===== src/rtl/replica_pkg.sv =====
// Shared widths, command encoding and state types for the replica-exchange judge.
package replica_pkg;

    localparam int dist_bit  = 16;
    localparam int beta_bit  = 16;
    localparam int beta_frac = 8;
    localparam int delta_bit = dist_bit + 1;
    localparam int prod_bit  = dist_bit + beta_bit + 1;

    typedef enum logic [1:0] {
        NOP  = 2'd0,
        PREV = 2'd1,
        FOLW = 2'd2,
        SELF = 2'd3
    } exchange_command_t;

    typedef enum logic [1:0] {
        ROLE_ALONE = 2'd0,
        ROLE_LOWER = 2'd1,
        ROLE_UPPER = 2'd2
    } exchange_role_t;

    typedef enum logic [2:0] {
        IDLE  = 3'd0,
        DIFF  = 3'd1,
        MUL   = 3'd2,
        CMP   = 3'd3,
        ISSUE = 3'd4
    } judge_state_t;

    // Sign-extend a distance difference to the full product width.
    function automatic logic [prod_bit-1:0] sext_delta(input logic signed [delta_bit-1:0] d);
        return {{(prod_bit - delta_bit){d[delta_bit-1]}}, d};
    endfunction

endpackage


===== src/rtl/exchange_metropolis.sv =====
// Two-stage Metropolis test: signed multiply, then threshold compare. The
// accept output is a registered pulse that is only high for a LOWER replica.
module exchange_metropolis
    import replica_pkg::*;
(
    input  logic                        clk,
    input  logic                        reset,
    input  logic                        in_valid,
    input  logic                        in_enable,
    input  logic signed [delta_bit-1:0] delta,
    input  logic        [beta_bit-1:0]  delta_beta,
    input  logic        [beta_bit-1:0]  neg_log_rand,
    output logic                        accept
);

    logic signed [prod_bit-1:0] prod_d;
    logic signed [prod_bit-1:0] prod_q;
    logic        [beta_bit-1:0] nlr_d;
    logic        [beta_bit-1:0] nlr_q;
    logic                       valid_d;
    logic                       valid_q;
    logic                       enable_d;
    logic                       enable_q;
    logic                       accept_d;
    logic                       accept_q;
    logic signed [prod_bit-1:0] scaled_s;
    logic                       nonpos_s;

    // Multiply stage: both operands widened so the product is exact.
    always_comb begin
        prod_d   = $signed(sext_delta(delta)) * $signed({{(prod_bit - beta_bit){1'b0}}, delta_beta});
        nlr_d    = neg_log_rand;
        valid_d  = in_valid;
        enable_d = in_enable;
    end

    // Compare stage: non-positive products always accept.
    always_comb begin
        scaled_s = prod_q >>> beta_frac;
        nonpos_s = prod_q[prod_bit-1] | ~(|prod_q);
        if (!valid_q || !enable_q) begin
            accept_d = 1'b0;
        end else if (nonpos_s) begin
            accept_d = 1'b1;
        end else begin
            accept_d = ($unsigned(scaled_s) <= {{(prod_bit - beta_bit){1'b0}}, nlr_q});
        end
    end

    // Pipeline control flops.
    always_ff @(posedge clk) begin
        if (reset) begin
            valid_q  <= 1'b0;
            enable_q <= 1'b0;
            accept_q <= 1'b0;
        end else begin
            valid_q  <= valid_d;
            enable_q <= enable_d;
            accept_q <= accept_d;
        end
    end

    // Pipeline data flops.
    always_ff @(posedge clk) begin
        prod_q <= prod_d;
        nlr_q  <= nlr_d;
    end

    assign accept = accept_q;

endmodule


===== src/rtl/exchange_judge.sv =====
// Replica-exchange judge: captures a round's operands, decides swap acceptance
// with its neighbour and emits a one-cycle exchange command four cycles after start.
module exchange_judge
    import replica_pkg::*;
#(
    parameter int REPLICA_ID  = 0,
    parameter int REPLICA_NUM = 32
) (
    input  logic                    clk,
    input  logic                    reset,
    input  logic                    start,
    input  logic                    phase_odd,
    input  logic [dist_bit-1:0]     self_dist,
    input  logic [dist_bit-1:0]     folw_dist,
    input  logic [beta_bit-1:0]     delta_beta,
    input  logic [beta_bit-1:0]     neg_log_rand,
    output logic                    flag_out,
    input  logic                    flag_in,
    output exchange_command_t       command,
    output logic                    busy
);

    localparam logic ID_ODD   = 1'(REPLICA_ID % 2);
    localparam logic HAS_FOLW = ((REPLICA_ID + 1) < REPLICA_NUM);
    localparam logic HAS_PREV = (REPLICA_ID >= 1);

    judge_state_t               state_d;
    judge_state_t               state_q;
    logic                       busy_d;
    logic                       busy_q;
    exchange_role_t             role_d;
    exchange_role_t             role_q;
    logic [dist_bit-1:0]        self_d;
    logic [dist_bit-1:0]        self_q;
    logic [dist_bit-1:0]        folw_d;
    logic [dist_bit-1:0]        folw_q;
    logic [beta_bit-1:0]        dbeta_d;
    logic [beta_bit-1:0]        dbeta_q;
    logic [beta_bit-1:0]        nlr_d;
    logic [beta_bit-1:0]        nlr_q;
    logic signed [delta_bit-1:0] delta_d;
    logic signed [delta_bit-1:0] delta_q;
    logic                       capture_s;
    logic                       accept_s;
    exchange_command_t          command_s;

    // Round sequencing; a start outside IDLE is simply not seen.
    always_comb begin
        state_d   = state_q;
        capture_s = 1'b0;
        case (state_q)
            IDLE: begin
                if (start) begin
                    state_d   = DIFF;
                    capture_s = 1'b1;
                end else begin
                    state_d   = IDLE;
                    capture_s = 1'b0;
                end
            end
            DIFF:    state_d = MUL;
            MUL:     state_d = CMP;
            CMP:     state_d = ISSUE;
            ISSUE:   state_d = IDLE;
            default: state_d = IDLE;
        endcase
        busy_d = (state_d != IDLE);
    end

    // Role decode and operand capture at an accepted start.
    always_comb begin
        if (capture_s) begin
            if ((ID_ODD == phase_odd) && HAS_FOLW) begin
                role_d = ROLE_LOWER;
            end else if ((ID_ODD != phase_odd) && HAS_PREV) begin
                role_d = ROLE_UPPER;
            end else begin
                role_d = ROLE_ALONE;
            end
            self_d  = self_dist;
            folw_d  = folw_dist;
            dbeta_d = delta_beta;
            nlr_d   = neg_log_rand;
        end else begin
            role_d  = role_q;
            self_d  = self_q;
            folw_d  = folw_q;
            dbeta_d = dbeta_q;
            nlr_d   = nlr_q;
        end
        delta_d = $signed({1'b0, folw_q}) - $signed({1'b0, self_q});
    end

    // FSM and busy flops.
    always_ff @(posedge clk) begin
        if (reset) begin
            state_q <= IDLE;
            busy_q  <= 1'b0;
        end else begin
            state_q <= state_d;
            busy_q  <= busy_d;
        end
    end

    // Operand flops; only meaningful inside a round, so no reset.
    always_ff @(posedge clk) begin
        role_q  <= role_d;
        self_q  <= self_d;
        folw_q  <= folw_d;
        dbeta_q <= dbeta_d;
        nlr_q   <= nlr_d;
        delta_q <= delta_d;
    end

    exchange_metropolis u_metropolis (
        .clk          (clk),
        .reset        (reset),
        .in_valid     (state_q == MUL),
        .in_enable    (role_q == ROLE_LOWER),
        .delta        (delta_q),
        .delta_beta   (dbeta_q),
        .neg_log_rand (nlr_q),
        .accept       (accept_s)
    );

    // The upper replica must follow its neighbour's flag in the same cycle,
    // so flag_in is the one input that reaches command without a flop.
    always_comb begin
        command_s = NOP;
        if (state_q == ISSUE) begin
            case (role_q)
                ROLE_LOWER: command_s = accept_s ? FOLW : SELF;
                ROLE_UPPER: command_s = flag_in ? PREV : SELF;
                default:    command_s = SELF;
            endcase
        end else begin
            command_s = NOP;
        end
    end

    assign command  = command_s;
    assign flag_out = accept_s;
    assign busy     = busy_q;

endmodule


===== config.mk =====
export PLATFORM = sky130hd
export DESIGN_NAME = exchange_judge
export DESIGN_NICKNAME = d
export VERILOG_FILES = /design/src/rtl/replica_pkg.sv /design/src/rtl/exchange_metropolis.sv /design/src/rtl/exchange_judge.sv
export SDC_FILE = /design/constraint.sdc
export NUM_CORES = 1
export LEC_CHECK = 0
export ABC_AREA = 1
export CORE_MARGIN = 2
export CORE_UTILIZATION = 40
export DETAILED_ROUTE_END_ITERATION = 7
export REMOVE_ABC_BUFFERS = 1
export SLEW_MARGIN = 0
export SYNTH_ARGS = -nofsm -noshare
export SYNTH_HDL_FRONTEND = slang
export SYNTH_SLANG_ARGS = --single-unit

===== constraint.sdc =====
create_clock -name clk -period 7.6 [get_ports clk]
set_input_delay 1.52 -clock clk [delete_from_list [all_inputs] [get_ports clk]]
set_output_delay 1.52 -clock clk [all_outputs]
set_load 0.02 [all_outputs]

==> impl_metrics.csv, run 1 <==
group,metric,value,unit
outcome,status,"completed",
yosys,ys.flop_type,"dfxtp_1",
yosys,netlist_area,16100,um^2
setup_path,worstSetupEndpointType,"flop",
yosys,async_flop_share,0,%
drt,ant_nets,0,
setup_path,path_class,"reg2reg",
clocking,h-tree-depth,4,
place,post-dp-hpwl,29000,um
finish,n_fill_cell,3889,
grt,grt_max_degree,66,
yosys,ys_seq_elements,138,
grt,overflow,0,
floorplan,std_cell_rows,73,
floorplan,start_util,40.6,%
timing,max_clock_freq,161,MHz
finish,drive_gt1_share,2.55,%
setup_path,path_buf_inv,3,
yosys,yosys.area_share.simple,15.9,%
finish,final_cell_area,17900,um^2
floorplan,die-area,41900,um^2
clocking,cts_buffer_depth,2,
yosys,synth_top_family_by_area,"adder cells",
clocking,worstSkewPairLatency,0.45,ns
timing,finalSetupViolCount,0,
finish,antenna_cells,0,
clocking,ctsRootBufferMaster,"clkbuf_16",
setup_path,cp.required,7.99,ns
drt,drt_pass1_iterations,4,
setup_path,critical_path.max_stage_delay,0.80,ns
yosys,synth_seq_area_share,21.2,%
setup_path,worst-r2r-cell-count,19,
setup_path,crit_arrival,6.59,ns
drt,viasPerCell,4.62,
grt,antenna_found_initial,0,
clocking,cts-buffers-inserted,17,
timing,fin_ws,1.40,ns
floorplan,die_w,205,um
yosys,synth-xor-area-share,2.17,%
drt,drc_errors,0,
clocking,post_cts_resized,0,
timing,relSlewSlack,37.4,%
yosys,synthMuxAreaShare,0,%
finish,fin_nets,2407,
setup_path,cpLargestDelayFamily,"adder cells",
clocking,cts.clk_slew.worst_paths,0.06,ns
grt,grtUsageTotal,18.5,%
floorplan,coreArea,39700,um^2
job,cap_violations,0,
min_path,hp-start,"nlr_q[14]$_DFFE_PP_",
drt,wl_per_cell,14.1,um
yosys,yosys.area.top_type,"fa_1",
grt,grt_pass1_vias,12549,
timing,slew_violations,0,
setup_path,slowest_stage,"edfxtp_1",
place,io_buffers,71,
timing,hold_viol,0,
yosys,synth_top_area_share,34.2,%
drt,routed_wl,35000,um
setup_path,worstReg2RegStart,"dbeta_q[2]$_DFFE_PP_",
min_path,hold_path_depth,0,
timing,skew,0.00851,ns
drt,vias,11488,
finish,final_cells,2484,
yosys,synth_compound_area_share,3.26,%
place,gp_congestion,0.843,
clocking,cts_hold_buf,0,
clocking,tritoncts,"done",
min_path,min_to,"u_metropolis.nlr_q[14]$_DFF_P_",
floorplan,io_pins,73,
timing,fin_crit_sh,81.5,%
timing,max_slew.worst_pin.slew,0.939,ns
yosys,synth.area.top_cells,"fa_1 (34%), inv_1 (13%), edfxtp_1 (12%)",
setup_path,start_kind,"flop",
place,post-place-ws,1.45,ns
clocking,cts_setup_buffers,0,
timing,rsz0062_at_grt,"false",
yosys,ys_types,34,
setup_path,cp_cell_sequence,"nand2_1 > fa_1 > fa_1 > inv_1 > fa_1 > fa_1 > fa_1 > inv_1 > fa_1 > inv_1 > ha_1 > nand2_1 > nor2_1 > nand2_1 > nor4_1 > nand2_1 > nand3_1 > nand2_1 > nand2_1",
place,placed_cell_area,17300,um^2
grt,grt_pass1_wl,60800,um
clocking,clock-sinks,138,
timing,finalSetupTns,0,ns
setup_path,r2r_setup_slack,1.40,ns
setup_path,path_max_fanout,17,
timing,layout_min_cycle_time,6.20,ns
min_path,min_path_type,"reg2reg",
yosys,avgSynthCellArea,8.39,um^2
setup_path,r2r_end,"u_metropolis.prod_q[30]$_DFF_P_",
yosys,ys_warn_count,0,
place,place_inst,2453,
yosys,synth_edf_count,65,
floorplan,die_height,205,um
drt,drt_iter0_markers,486,
yosys,netlist_instances,1921,
finish,areaGrowthSynthToFinish,10.8,%
yosys,synth_fa_ha_area_share,43.2,%
cell usage after synthesis (all sizes together) (2+ instances only):
cell type,number
nor3,10
ha,116
edfxtp,65
xnor2,9
nand3b,3
nor2,91
o21bai,6
o21a,2
o21ai,24
xor2,31
inv,549
nand3,43
dfxtp,73
a21oi,54
nand2,480
a21boi,3
fa,275
a21o,2
clkbuf,65
nand4,14
per-stage QoR:
stage | hold WS, ns | util, %
floorplan | 0.323 | -
global placement | 0.326 | 43.4
detailed placement | 0.328 | 43.4
CTS | 0.335 | 45.0
global route | 0.341 | 45.0
finish | 0.335 | 45.0
worst register-to-register path, delay by kind of cell (launching register included):
kind | cells | cell delay [ns]
adder cells (fa/ha/maj) | 7 | 3.61
AND/OR/NAND/NOR | 9 | 1.33
flip-flops | 1 | 0.80
buffers and inverters | 3 | 0.41
state kept, by name, indices dropped and copies added, names as in the netlist:
name / flops
dbeta_q: 16
busy: 1
folw_q: 16
delta_q: 17
u_metropolis.prod_q: 33
role_q: 1
u_metropolis.valid_q: 1
self_q: 16
u_metropolis.accept: 1
nlr_q: 16
state_q: 3
u_metropolis.enable_q: 1
u_metropolis.nlr_q: 16
metal layers:
metal | vias to the layer above | routed length [um] | part of all wire (%) | track usage (%)
met2 | 167 | 17800 | 51 | 33.2
met1 | 5670 | 15500 | 44 | 23.1
li1 | 5603 | - | - | -
met5 | - | 0 | 0 | 0
met3 | 48 | 902 | 2.6 | 2.43
met4 | 0 | 807 | 2.3 | 6.08
cell usage in the layout (no fill, tap or decap), types with 18 or more instances in the layout:
master,n
edfxtp_1,65
a21oi_1,53
clkdlybuf4s50_1,71
inv_1,547
clkbuf_16,18
dfxtp_1,73
nor2_1,86
nand3_1,41
nand2_1,476
ha_1,116
xor2_1,31
fa_1,275
o21ai_0,19
worst max-delay path by stage:
stage,to,slack [ns],depth (start not counted),from
after floorplan,u_metropolis.prod_q[32]$_DFF_P_,2.35,22,dbeta_q[2]$_DFFE_PP_
final,u_metropolis.prod_q[30]$_DFF_P_,1.40,19,dbeta_q[2]$_DFFE_PP_
after global placement,u_metropolis.prod_q[32]$_DFF_P_,1.48,20,dbeta_q[2]$_DFFE_PP_
after global routing,u_metropolis.prod_q[30]$_DFF_P_,0.93,18,dbeta_q[2]$_DFFE_PP_
after detailed placement,u_metropolis.prod_q[30]$_DFF_P_,1.45,18,dbeta_q[2]$_DFFE_PP_
after CTS,u_metropolis.prod_q[30]$_DFF_P_,1.40,18,dbeta_q[2]$_DFFE_PP_
layout make-up:
cell class	count	area, um^2	area share, %
clock inverters	9	109	0.609
multi-input cells	1168	10400	58.2
repair buffers	73	726	4.06
inverters	549	2060	11.5
clock buffers	22	495	2.77
well taps	525	657	3.68
flip-flops and latches	138	3410	19.1
cells by family after synthesis:
logic type,after synthesis
buf+inv,615
fa+ha+maj,391
xor+xnor,40
compound gates,94
simple gates,643
flops,138
Power of run 1 is not shown: default switching activity piles up to over one toggle a cycle in this logic, so the estimate is an artifact.
==> run 2: changes to the inputs <==
clock period = 5.05 ns   (was 7.6 ns; I/O delays follow)
==> impl_metrics.csv, run 2 (synthesis gave the netlist of run 1 again) <==
group,metric,value,unit
outcome,status,"complete, but fails checks",
outcome,violations,"negative setup slack",
floorplan,io_pins,73,
place,gp_congestion,0.861,
setup_path,r2r_end,"u_metropolis.prod_q[27]$_DFF_P_",
finish,areaGrowthSynthToFinish,25.6,%
job,cap_violations,0,
floorplan,std_cell_rows,73,
drt,vias,12125,
finish,final_common_cell,"inv_1",
setup_path,worst-r2r-cell-count,23,
grt,grt_max_degree,32,
drt,wl_per_cell,13.5,um
setup_path,path_buf_inv,9,
floorplan,die_height,205,um
finish,n_fill_cell,3686,
setup_path,path_max_fanout,6,
finish,largest_reg_flops,33,
setup_path,crit_cells,23,
setup_path,cpLargestDelayFamily,"adder cells",
timing,hold_viol,0,
setup_path,path_class,"reg2reg",
place,io_buffers,71,
clocking,h-tree-depth,4,
timing,fin_ws,-0.229,ns
setup_path,r2r_setup_slack,-0.23,ns
clocking,cts_buffer_depth,2,
floorplan,die-area,41900,um^2
finish,mostFrequentLayoutCells,"inv_1 (516), nand2_1 (430), fa_1 (256)",
setup_path,cp_cell_sequence,"buf_6 > buf_6 > nand2_4 > inv_2 > fa_1 > inv_2 > fa_1 > inv_1 > fa_1 > fa_2 > fa_1 > inv_2 > fa_1 > inv_2 > ha_4 > nand2_4 > nor2_4 > inv_2 > nor3_4 > buf_4 > nand3_4 > nand4_1 > nand2_1",
finish,antenna_cells,0,
drt,ant_nets,0,
timing,skew,0.0198,ns
setup_path,cp-startpoint,"dbeta_q[5]$_DFFE_PP_",
grt,grt_pass1_wl,62500,um
setup_path,start_kind,"flop",
grt,grtUsageTotal,18.9,%
timing,finalSetupViolCount,18,
drt,routed_wl,35700,um
place,post-dp-hpwl,29900,um
setup_path,endpoint,"u_metropolis.prod_q[27]$_DFF_P_",
timing,relSlewSlack,33.9,%
finish,fin_nets,2567,
floorplan,coreArea,39700,um^2
setup_path,slowest_stage,"fa_1",
clocking,cts-buffers-inserted,17,
clocking,tritoncts,"done",
timing,fin_crit_sh,105,%
grt,grt_pass1_vias,13240,
grt,overflow,0,
finish,top_regs,"u_metropolis.prod_q x33, delta_q x17",
timing,layout_min_cycle_time,5.28,ns
setup_path,worstReg2RegStart,"dbeta_q[5]$_DFFE_PP_",
setup_path,worstSetupEndpointType,"flop",
setup_path,crit_arrival,5.60,ns
floorplan,die_w,205,um
min_path,hp-start,"nlr_q[3]$_DFFE_PP_",
setup_path,cp.required,5.37,ns
drt,viasPerCell,4.58,
drt,drt_pass1_iterations,5,
timing,slew_violations,0,
grt,antenna_found_initial,0,
timing,max_clock_freq,189,MHz
clocking,cts_hold_buf,0,
setup_path,critical_path.max_stage_delay,0.54,ns
min_path,min_path_type,"reg2reg",
timing,finalSetupTns,-2.52,ns
clocking,clock-sinks,138,
finish,drive_gt1_share,18.6,%
clocking,ctsRootBufferMaster,"clkbuf_16",
drt,drt_iter0_markers,501,
timing,rsz0062_at_grt,"true",
floorplan,start_util,40.6,%
drt,drc_errors,0,
clocking,cts.clk_slew.worst_paths,0.07,ns
finish,largest-register,"u_metropolis.prod_q",
clocking,worstSkewPairLatency,0.45,ns
timing,max_slew.worst_pin.slew,0.989,ns
==> run 2: cell count changes in the layout (fill, tap and decap cells not counted), sizes merged <==
cell      before  now
buf            2  162
clkinv         3    6
clkinvlp       0    2
inv          553  551
bufinv         2    1
clkbuf        22   21
==> run 2: layer usage <==
| metal | vias up | part of all wire [%] | routed length [um] | GRT usage, % |
|---|---|---|---|---|
| li1 | 5933 | - | - | - |
| met1 | 5940 | 44 | 15800 | 23.7 |
| met2 | 194 | 50 | 17800 | 32.9 |
| met3 | 58 | 3.0 | 1070 | 2.50 |
| met4 | 0 | 2.9 | 1020 | 7.38 |
| met5 | - | 0 | 0 | 0 |
==> run 2: area by class of cell <==
cell class	count	area, um^2	share of cell area [%]
Clock buffer	21	493	2.43
Timing Repair Buffer	233	2200	10.9
Multi-Input combinational cell	1168	11300	55.8
Clock inverter	11	105	0.519
Sequential cell	138	3430	16.9
Inverter	549	2070	10.2
Tap cell	525	657	3.24
==> run 2: repair_timing <==
| action | 4_1_cts | 5_1_grt |
|---|---|---|
| pin swaps | 61 | 57 |
| buffers inserted | 17 | 7 |
| cloned | 1 | 0 |
| setup endpoints to repair | 22 | 22 |
| resized for setup | 176 | 79 |
==> run 2: stage by stage <==
step / instance area, um^2 / hold WS, ns / utilization (%) / std cells / worst slack [ns]
floorplan: 15900 / 0.323 / - / 1855 / -0.198
global placement: 18500 / 0.329 / 46.5 / 2589 / -0.453
detailed placement: 18500 / 0.327 / 46.5 / 2589 / -0.525
CTS: 19900 / 0.340 / 50.1 / 2639 / -0.154
global route: 20200 / 0.348 / 51.0 / 2645 / -0.389
finish: 20200 / 0.337 / 51.0 / 2645 / -0.229
==> run 2: worst min path at each step <==
stage,cells past startpoint,endpoint
floorplan,0,u_metropolis.nlr_q[0]$_DFF_P_
global placement,0,u_metropolis.nlr_q[13]$_DFF_P_
detailed placement,0,u_metropolis.nlr_q[13]$_DFF_P_
CTS,0,u_metropolis.nlr_q[3]$_DFF_P_
global route,0,u_metropolis.nlr_q[2]$_DFF_P_
finish,0,u_metropolis.nlr_q[3]$_DFF_P_
==> run 2: worst register-to-register path, cell delays in order, from the launching register on <==
cell and delay, ns:
edfxtp_1 0.38, buf_6 0.15, buf_6 0.14, nand2_4 0.06, inv_2 0.03, fa_1 0.54
inv_2 0.04, fa_1 0.49, inv_1 0.05, fa_1 0.53, fa_2 0.48, fa_1 0.51
inv_2 0.04, fa_1 0.52, inv_2 0.05, ha_4 0.32, nand2_4 0.08, nor2_4 0.12
inv_2 0.07, nor3_4 0.14, buf_4 0.15, nand3_4 0.08, nand4_1 0.10, nand2_1 0.08
Power of run 2 is left out for the same reason.
